[src/rtl/hazard_pkg.sv]
// rtl/hazard_pkg.sv - shared types and constants for the pipeline hazard controller
package hazard_pkg;

   localparam int HZ_REG_AW  = 5;
   localparam int HZ_WAIT_W  = 8;

   typedef enum logic [1:0] {
      FWD_RF  = 2'd0,
      FWD_MEM = 2'd1,
      FWD_WB  = 2'd2
   } fwd_sel_e;

   typedef enum logic {
      RUN       = 1'b0,
      DMEM_WAIT = 1'b1
   } hz_state_e;

endpackage

[src/rtl/fwd_unit.sv]
// rtl/fwd_unit.sv - EX operand forwarding compare for one source register
module fwd_unit
   import hazard_pkg::*;
#(
   parameter int REG_AW = HZ_REG_AW
) (
   input  logic [REG_AW-1:0] ex_rs,
   input  logic [REG_AW-1:0] mem_rd,
   input  logic              mem_regwrite,
   input  logic [REG_AW-1:0] wb_rd,
   input  logic              wb_regwrite,
   output logic [1:0]        sel
);

   // MEM holds the younger result, so it wins over WB; x0 is never forwarded
   always_comb begin
      sel = FWD_RF;
      if (mem_regwrite && (mem_rd != '0) && (mem_rd == ex_rs)) begin
         sel = FWD_MEM;
      end else if (wb_regwrite && (wb_rd != '0) && (wb_rd == ex_rs)) begin
         sel = FWD_WB;
      end
   end

endmodule

[src/rtl/pipeline_hazard_ctrl.sv]
// rtl/pipeline_hazard_ctrl.sv - stall/flush/forwarding control for the 5-stage pipeline
// Optional performance counters: HAZARD_PERF_CNT_EN
module pipeline_hazard_ctrl
   import hazard_pkg::*;
#(
   parameter int REG_AW   = HZ_REG_AW,
   parameter int MAX_WAIT = 15,
   parameter int CNT_W    = 32
) (
   input  logic              clk,
   input  logic              rst,
   input  logic [REG_AW-1:0] id_rs1,
   input  logic [REG_AW-1:0] id_rs2,
   input  logic              id_use_rs1,
   input  logic              id_use_rs2,
   input  logic              id_redirect,
   input  logic [REG_AW-1:0] ex_rs1,
   input  logic [REG_AW-1:0] ex_rs2,
   input  logic [REG_AW-1:0] ex_rd,
   input  logic              ex_regwrite,
   input  logic              ex_memread,
   input  logic              ex_redirect,
   input  logic [REG_AW-1:0] mem_rd,
   input  logic              mem_regwrite,
   input  logic              mem_req,
   input  logic              dmem_ready,
   input  logic [REG_AW-1:0] wb_rd,
   input  logic              wb_regwrite,
   output logic              pc_en,
   output logic              if_id_en,
   output logic              id_ex_en,
   output logic              ex_mem_en,
   output logic              if_id_flush,
   output logic              id_ex_flush,
   output logic              mem_wb_bubble,
   output logic [1:0]        fwd_a,
   output logic [1:0]        fwd_b,
   output logic              dmem_timeout
`ifdef HAZARD_PERF_CNT_EN
   ,
   output logic [CNT_W-1:0]  cnt_stall,
   output logic [CNT_W-1:0]  cnt_flush,
   output logic [CNT_W-1:0]  cnt_fwd
`endif
);

   localparam logic [HZ_WAIT_W-1:0] WAIT_LIMIT = HZ_WAIT_W'(MAX_WAIT);
   localparam logic [HZ_WAIT_W-1:0] WAIT_ONE   = {{(HZ_WAIT_W-1){1'b0}}, 1'b1};

   hz_state_e              state, state_nxt;
   logic [HZ_WAIT_W-1:0]   wait_cnt, wait_cnt_nxt;
   logic                   timeout_set;
   logic                   mem_stall;
   logic                   load_use;
   logic                   lu_stall;
   logic [1:0]             fwd_a_raw, fwd_b_raw;

   // ex_regwrite is carried for datapath symmetry; load-use keys on ex_memread alone
   logic unused_inputs;
   assign unused_inputs = ex_regwrite;

   fwd_unit #(.REG_AW(REG_AW)) u_fwd_a (
      .ex_rs        (ex_rs1),
      .mem_rd       (mem_rd),
      .mem_regwrite (mem_regwrite),
      .wb_rd        (wb_rd),
      .wb_regwrite  (wb_regwrite),
      .sel          (fwd_a_raw)
   );

   fwd_unit #(.REG_AW(REG_AW)) u_fwd_b (
      .ex_rs        (ex_rs2),
      .mem_rd       (mem_rd),
      .mem_regwrite (mem_regwrite),
      .wb_rd        (wb_rd),
      .wb_regwrite  (wb_regwrite),
      .sel          (fwd_b_raw)
   );

   assign load_use = ex_memread && (ex_rd != '0) &&
                     ((id_use_rs1 && (id_rs1 == ex_rd)) ||
                      (id_use_rs2 && (id_rs2 == ex_rd)));

   always_ff @(posedge clk) begin
      if (rst) begin
         state        <= RUN;
         wait_cnt     <= '0;
         dmem_timeout <= 1'b0;
      end else begin
         state    <= state_nxt;
         wait_cnt <= wait_cnt_nxt;
         if (timeout_set) begin
            dmem_timeout <= 1'b1;
         end
      end
   end

   // A timed-out access releases the pipeline in the same cycle, like a late ready
   always_comb begin
      state_nxt    = state;
      wait_cnt_nxt = wait_cnt;
      timeout_set  = 1'b0;
      mem_stall    = 1'b0;
      case (state)
         RUN: begin
            wait_cnt_nxt = '0;
            if (mem_req && !dmem_ready) begin
               mem_stall = 1'b1;
               state_nxt = DMEM_WAIT;
            end
         end
         DMEM_WAIT: begin
            if (dmem_ready) begin
               state_nxt    = RUN;
               wait_cnt_nxt = '0;
            end else if (wait_cnt == WAIT_LIMIT) begin
               timeout_set  = 1'b1;
               state_nxt    = RUN;
               wait_cnt_nxt = '0;
            end else begin
               mem_stall    = 1'b1;
               wait_cnt_nxt = wait_cnt + WAIT_ONE;
            end
         end
         default: begin
            state_nxt    = RUN;
            wait_cnt_nxt = '0;
         end
      endcase
   end

   always_comb begin
      pc_en         = 1'b1;
      if_id_en      = 1'b1;
      id_ex_en      = 1'b1;
      ex_mem_en     = 1'b1;
      if_id_flush   = 1'b0;
      id_ex_flush   = 1'b0;
      mem_wb_bubble = 1'b0;
      lu_stall      = 1'b0;
      fwd_a         = FWD_RF;
      fwd_b         = FWD_RF;
      if (!rst) begin
         fwd_a = fwd_a_raw;
         fwd_b = fwd_b_raw;
         if (mem_stall) begin
            pc_en         = 1'b0;
            if_id_en      = 1'b0;
            id_ex_en      = 1'b0;
            ex_mem_en     = 1'b0;
            mem_wb_bubble = 1'b1;
         end else if (ex_redirect) begin
            // the load-use dependent is squashed here, so its stall is dropped
            if_id_flush = 1'b1;
            id_ex_flush = 1'b1;
         end else if (load_use) begin
            pc_en       = 1'b0;
            if_id_en    = 1'b0;
            id_ex_flush = 1'b1;
            lu_stall    = 1'b1;
         end else if (id_redirect) begin
            if_id_flush = 1'b1;
         end
      end
   end

`ifdef HAZARD_PERF_CNT_EN
   localparam logic [CNT_W-1:0] CNT_ONE = {{(CNT_W-1){1'b0}}, 1'b1};

   always_ff @(posedge clk) begin
      if (rst) begin
         cnt_stall <= '0;
         cnt_flush <= '0;
         cnt_fwd   <= '0;
      end else begin
         if ((lu_stall || mem_stall) && !(&cnt_stall)) begin
            cnt_stall <= cnt_stall + CNT_ONE;
         end
         if ((if_id_flush || id_ex_flush) && !(&cnt_flush)) begin
            cnt_flush <= cnt_flush + CNT_ONE;
         end
         if (((fwd_a != FWD_RF) || (fwd_b != FWD_RF)) && !(&cnt_fwd)) begin
            cnt_fwd <= cnt_fwd + CNT_ONE;
         end
      end
   end
`else
   logic [CNT_W-1:0] unused_cnt;
   logic             unused_lu;
   assign unused_cnt = '0;
   assign unused_lu  = lu_stall;
`endif

endmodule

[config.mk]
export PLATFORM = sky130hd
export DESIGN_NAME = pipeline_hazard_ctrl
export DESIGN_NICKNAME = d
export VERILOG_FILES = /design/src/rtl/hazard_pkg.sv /design/src/rtl/fwd_unit.sv /design/src/rtl/pipeline_hazard_ctrl.sv
export SDC_FILE = /design/constraint.sdc
export NUM_CORES = 1
export LEC_CHECK = 0
export CORE_UTILIZATION = 37
export DETAILED_ROUTE_END_ITERATION = 12
export GPL_ROUTABILITY_DRIVEN = 0
export GPL_TIMING_DRIVEN = 0
export HOLD_SLACK_MARGIN = 0.06
export PLACE_DENSITY = 0.8
export RECOVER_POWER = 50
export SYNTH_ARGS = -nofsm -noshare
export SYNTH_HDL_FRONTEND = slang
export SYNTH_HIERARCHICAL = 1
export SYNTH_SLANG_ARGS = --single-unit
[constraint.sdc]
create_clock -name clk -period 2 [get_ports clk]
set_clock_uncertainty 0.1 [all_clocks]
set_input_delay 0.3 -clock clk [delete_from_list [all_inputs] [get_ports clk]]
set_output_delay 0.3 -clock clk [all_outputs]
set_load 0.05 [all_outputs]
### Word-level counts from Yosys, hierarchy flattened

Index checks and enable logic that the tools add are counted.

| storage, ports and cells | value |
|---|---|
| flip-flop bits (word level) | 10 |
| bits of input ports | 47 |
| output and inout port bits | 12 |
| logic and storage cells | 61 |

| cells by class | value |
|---|---|
| add/subtract/negate cells | 1 |
| equal/unequal tests | 7 |
| multiplexer cells | 33 |
| bitwise operators | 1 |
| reduce and logical (&&, ||, !) cells | 16 |

Operators by type and width:

| cell | number |
|---|---|
| == test 5 bit | 6 |
| two-way mux 1 bit | 23 |
| two-way mux 8 bit | 2 |
| case mux 8 bit (2 select lines) | 1 |
| nonzero test 5 bit | 3 |
| two-way mux 2 bit | 6 |
| logical AND 1 bit | 11 |
| adder 8 x 1 -> 8 bit (second input constant) | 1 |
| == test 8 x 4 -> 1 bit (second input constant) | 1 |
| case mux 1 bit (2 select lines) | 1 |
| zero test 1 bit | 1 |
| logical OR 1 bit | 1 |
| inverter 1 bit | 1 |

### Logic depth before layout (Yosys ltp)

| logic depth | value |
|---|---|
| depth in word-level cells | 8 |
| mapped depth | 6 |
| gate-level depth less buffers | 5 |

### Cells and area by module

Netlist, hierarchy kept.

By module, submodules not included:

| module | times used | cells each | area an instance (sq um) | sequential area each (sq um) |
|---|---|---|---|---|
| pipeline_hazard_ctrl | 1 | 78 | 654.4 | 200.2 |
| fwd_unit | 2 | 20 | 151.4 | 0.0 |

### Worst setup path after synthesis

Ideal clock, no wire load.

| timing | value |
|---|---|
| path kind | reg-to-output |
| start | reg wait_cnt[0] |
| end | out id_ex_en |
| arrival time | 3.016 ns |
| data required time | 1.600 ns |
| setup slack | -1.416 ns |
| cell stages (with the launch flop) | 7 |
| path buffers | 1 |
| cell sequence | dfxtp_1 -> ha_1 -> and3_4 -> and2_4 -> a2111oi_2 -> inv_1 -> buf_4 |

| on the way | value |
|---|---|
| word-level cells in the longest chain between the ends | 6 |

Ends and longest elaborated chain:

| item | RTL line | RTL |
|---|---|---|
| start: declaration | pipeline_hazard_ctrl.sv:51 | `logic [HZ_WAIT_W-1:0] wait_cnt, wait_cnt_nxt;` |
| start signal: assignment | pipeline_hazard_ctrl.sv:91 | `wait_cnt <= wait_cnt_nxt;` |
| == test 8 x 4 -> 1 bit | pipeline_hazard_ctrl.sv:116 | `end else if (wait_cnt == WAIT_LIMIT) begin` |
| two-way mux 1 bit | pipeline_hazard_ctrl.sv:116 |  |
| two-way mux 1 bit | pipeline_hazard_ctrl.sv:113 | `if (dmem_ready) begin` |
| case mux 1 bit (2 select lines) | pipeline_hazard_ctrl.sv:104 | `case (state)` |
| two-way mux 1 bit (2 in series) | - |  |
| end: declaration | pipeline_hazard_ctrl.sv:31 | `output logic id_ex_en,` |

No other way between the ends.

### Worst setup path after layout

| timing | value |
|---|---|
| start | reg wait_cnt[0] |
| end | out pc_en |

| on the way | value |
|---|---|
| word-level cells in the longest chain between the ends | 6 |

Ends and longest elaborated chain:

| item | RTL line | RTL |
|---|---|---|
| == test 8 x 4 -> 1 bit | pipeline_hazard_ctrl.sv:116 |  |
| two-way mux 1 bit | pipeline_hazard_ctrl.sv:116 |  |
| two-way mux 1 bit | pipeline_hazard_ctrl.sv:113 |  |
| case mux 1 bit (2 select lines) | pipeline_hazard_ctrl.sv:104 |  |
| two-way mux 1 bit | pipeline_hazard_ctrl.sv:146 | `if (mem_stall) begin` |
| two-way mux 1 bit | pipeline_hazard_ctrl.sv:143 | `if (!rst) begin` |
| end: declaration | pipeline_hazard_ctrl.sv:29 | `output logic pc_en,` |

No other way between the ends.

==> metrics.cfg <==
[run_status]
status = finished with violations
violations = setup timing

[floorplanning]
core-area_um2 = 2450
dieArea_um2 = 2790
start_util = 0.390
num_rows = 18
io_pins = 59
die_h_um = 52.9
die_w_um = 52.9

[global_route]
grt_usage = 0.234
antenna_found_initial = 0
grt_pass1_vias = 1059
overflow = 0
grt_pass1_wl_um = 4820
grt_max_degree = 11

[critical_path]
reg2reg_depth = 7
cp-end-kind = primary output
critical-path-top-delay-family = buffers and inverters
crit_arrival_ns = 1.91
cpMaxStageDelayCell = dfxtp_2
cp-start-kind = flop
crit_cells = 8
crit_chain = ha_4, and3_4, and2_4, a2111oi_4, buf_4, a21oi_4, buf_6, buf_8
cp_max_fo = 2
worst-setup-path-type = flop to primary output
path_buf_inv = 3
crit_required_ns = 1.60
max_stage_delay_ns = 0.34

[clocking]
cts_tree = yes
cts_buffers = 3
ctsHtreeMaxLevel = 1
path_clk_slew_ns = 0.07
clk_path_buf_depth = 2
cts.sinks = 10
cts_hold_buf = 0
insertion_delay_ns = 0.27
cts_root_buf = clkbuf_4

[pwr]
p_comb_frac = 0.424
seq_power_share = 0.302
irDropWorstVdd_mv = 0.349
clkPwrFrac = 0.274
power_switching_mw = 0.214
power.leakage_nw = 0.689
swShare = 0.318
power.density_nw_per_um2 = 375
internal_power_mw = 0.459

[logic_synthesis]
synth_top_flop_cell = dfxtp_1
synth_seq_cells = 10
synth.avg_cell_area_um2 = 8.11
ys_top_cells_by_count = xnor2_1 (22), nor2_1 (15), dfxtp_1 (10), xor2_1 (10), nand2_1 (8)
post-synth-top-count-cell = xnor2_1
postSynthCellCount = 118
netlist_area_um2 = 957
synthTopCellsByArea = dfxtp_1 (21%), xnor2_1 (20%), xor2_1 (9.2%), nor2_1 (5.9%), o41ai_2 (3.4%)
yosysTopAreaCell = dfxtp_1
synth_edf_count = 0
async_reset_ff_frac = 0
yosysSeqAreaShare = 0.209
syn_nets = 166
yosysWarnings = 6
yosysTopAreaCellShare = 0.209
yosys.cell_types.count = 34

[routing]
drt-total-wl_um = 3170
dr.pass1.iters = 4
route.antenna.remaining_nets = 0
post_drt_wl_per_cell_um = 14.6
vias = 1112
drc = 0
vias_per_cell = 5.12
drt_iter0_markers = 18

[place]
dp_slack_ns = -1.12
port-buffer-count = 57
dp_hpwl_um = 2350

[sta]
rsz0062_at_grt = true
worst_slack_ns = -0.314
fin_crit_sh = 1.16
maxSlewHeadroom = 0.667
worst_slew_pin_slew_ns = 0.498
drv_slew = 0
max_freq_ghz = 0.432
setup_tns_ns = -1.86
finalHoldViolations = 0
finalCriticalPeriod_ns = 2.31
finalSetupViolCount = 7

[layout]
antenna_cells = 0
final_util = 0.730
finalNetCount = 236
area_growth_syn_to_layout_pct = 87.2
drive_gt1_frac = 0.326

[job]
max-cap-violations = 0

[min_path]
hold_class = flop to flop
whs_path_depth = 2

[final timing paths]
| path | from | to | slack, ns |
|---|---|---|---|
| min reg2reg | dmem_timeout | dmem_timeout | 0.38 |
| min | dmem_timeout | dmem_timeout | 0.38 |
| max reg2reg | wait_cnt[0] | wait_cnt[6] | 0.12 |
| max | wait_cnt[0] | pc_en | -0.31 |
[kinds of logic (layout without fill, tap and decap cells)]
kind of cell	after synthesis	count (layout)	synth area share
adders and majority gates	1	1	0.0131
buffers and inverters	7	76	0.0431
AOI/OAI and AO/OA	15	15	0.145
and+or+nand+nor	53	53	0.297
DFF	10	10	0.209
xor gates and xnor gates	32	32	0.293
[state kept, by name, summed over array words and instances, names as in the netlist]
signal / flops
wait_cnt: 8
dmem_timeout: 1
state: 1
[power by group through the flow]
stage               combinational, mW  sequential, mW  clock (mW)
finish                          0.285           0.203       0.184
global route                    0.303           0.203       0.191
CTS                             0.272           0.203       0.187
detailed placement              0.271           0.207           0
global placement                0.266           0.207           0
floorplan                       0.128           0.207           0
[area by class of cell]
cell class                 instances  area, µm²
buffer                             4       36.3
fill                             193        663
multi-input combinational        101        850
sequential                        10        203
timing repair buffer              65        604
tap                               30       37.5
inverter                           3       25.0
clock buffer                       4       36.3
[cell usage in the layout, fill, tap and decap left out, drive strengths merged, types with 2 or more instances in the layout]
master         count
nand4              3
nor2              15
dlymetal6s2s       2
nand3              5
clkdlybuf4s15      3
xor2              10
buf               24
dlygate4sd2       13
inv                2
clkbuf             9
nor4               3
a21oi              3
dfxtp             10
a2111oi            2
and2               2
nor2b              4
a211oi             3
xnor2             22
and3               2
clkdlybuf4s50     21
nor3               8
nand2              8
o41ai              2
[per-stage QoR]
stage | total power [mW] | std cells | instance area (µm²) | hold slack (ns)
floorplan | 0.335 | 118 | 1040 | 0.290
global placement | 0.473 | 205 | 1650 | 0.320
detailed placement | 0.479 | 205 | 1650 | 0.329
CTS | 0.662 | 217 | 1750 | 0.388
global route | 0.697 | 217 | 1790 | 0.421
finish | 0.672 | 217 | 1790 | 0.383
[tightest hold or removal path: cells and delay by family, from the launching register on]
kind            cells  cell delay [ns]
compound gates      1             0.04
simple gates        1             0.08
flops               1             0.33
[routing by layer]
| layer | GRT usage | part of all wire |
|---|---|---|
| met1 | 0.284 | 0.43 |
| met2 | 0.435 | 0.50 |
| met3 | 0.0172 | 0.054 |
| met4 | 0.0614 | 0.019 |
| met5 | 0 | 0 |
[what timing repair did]
| item | CTS | global route |
|---|---|---|
| gates resized for setup | 113 | 20 |
| endpoints found under the setup margin | 11 | 11 |
| pin swaps | 12 | 8 |
| cloned | 0 | 0 |
| buffers inserted | 8 | 0 |
No activity file was read; power rests on OpenSTA's default activity.
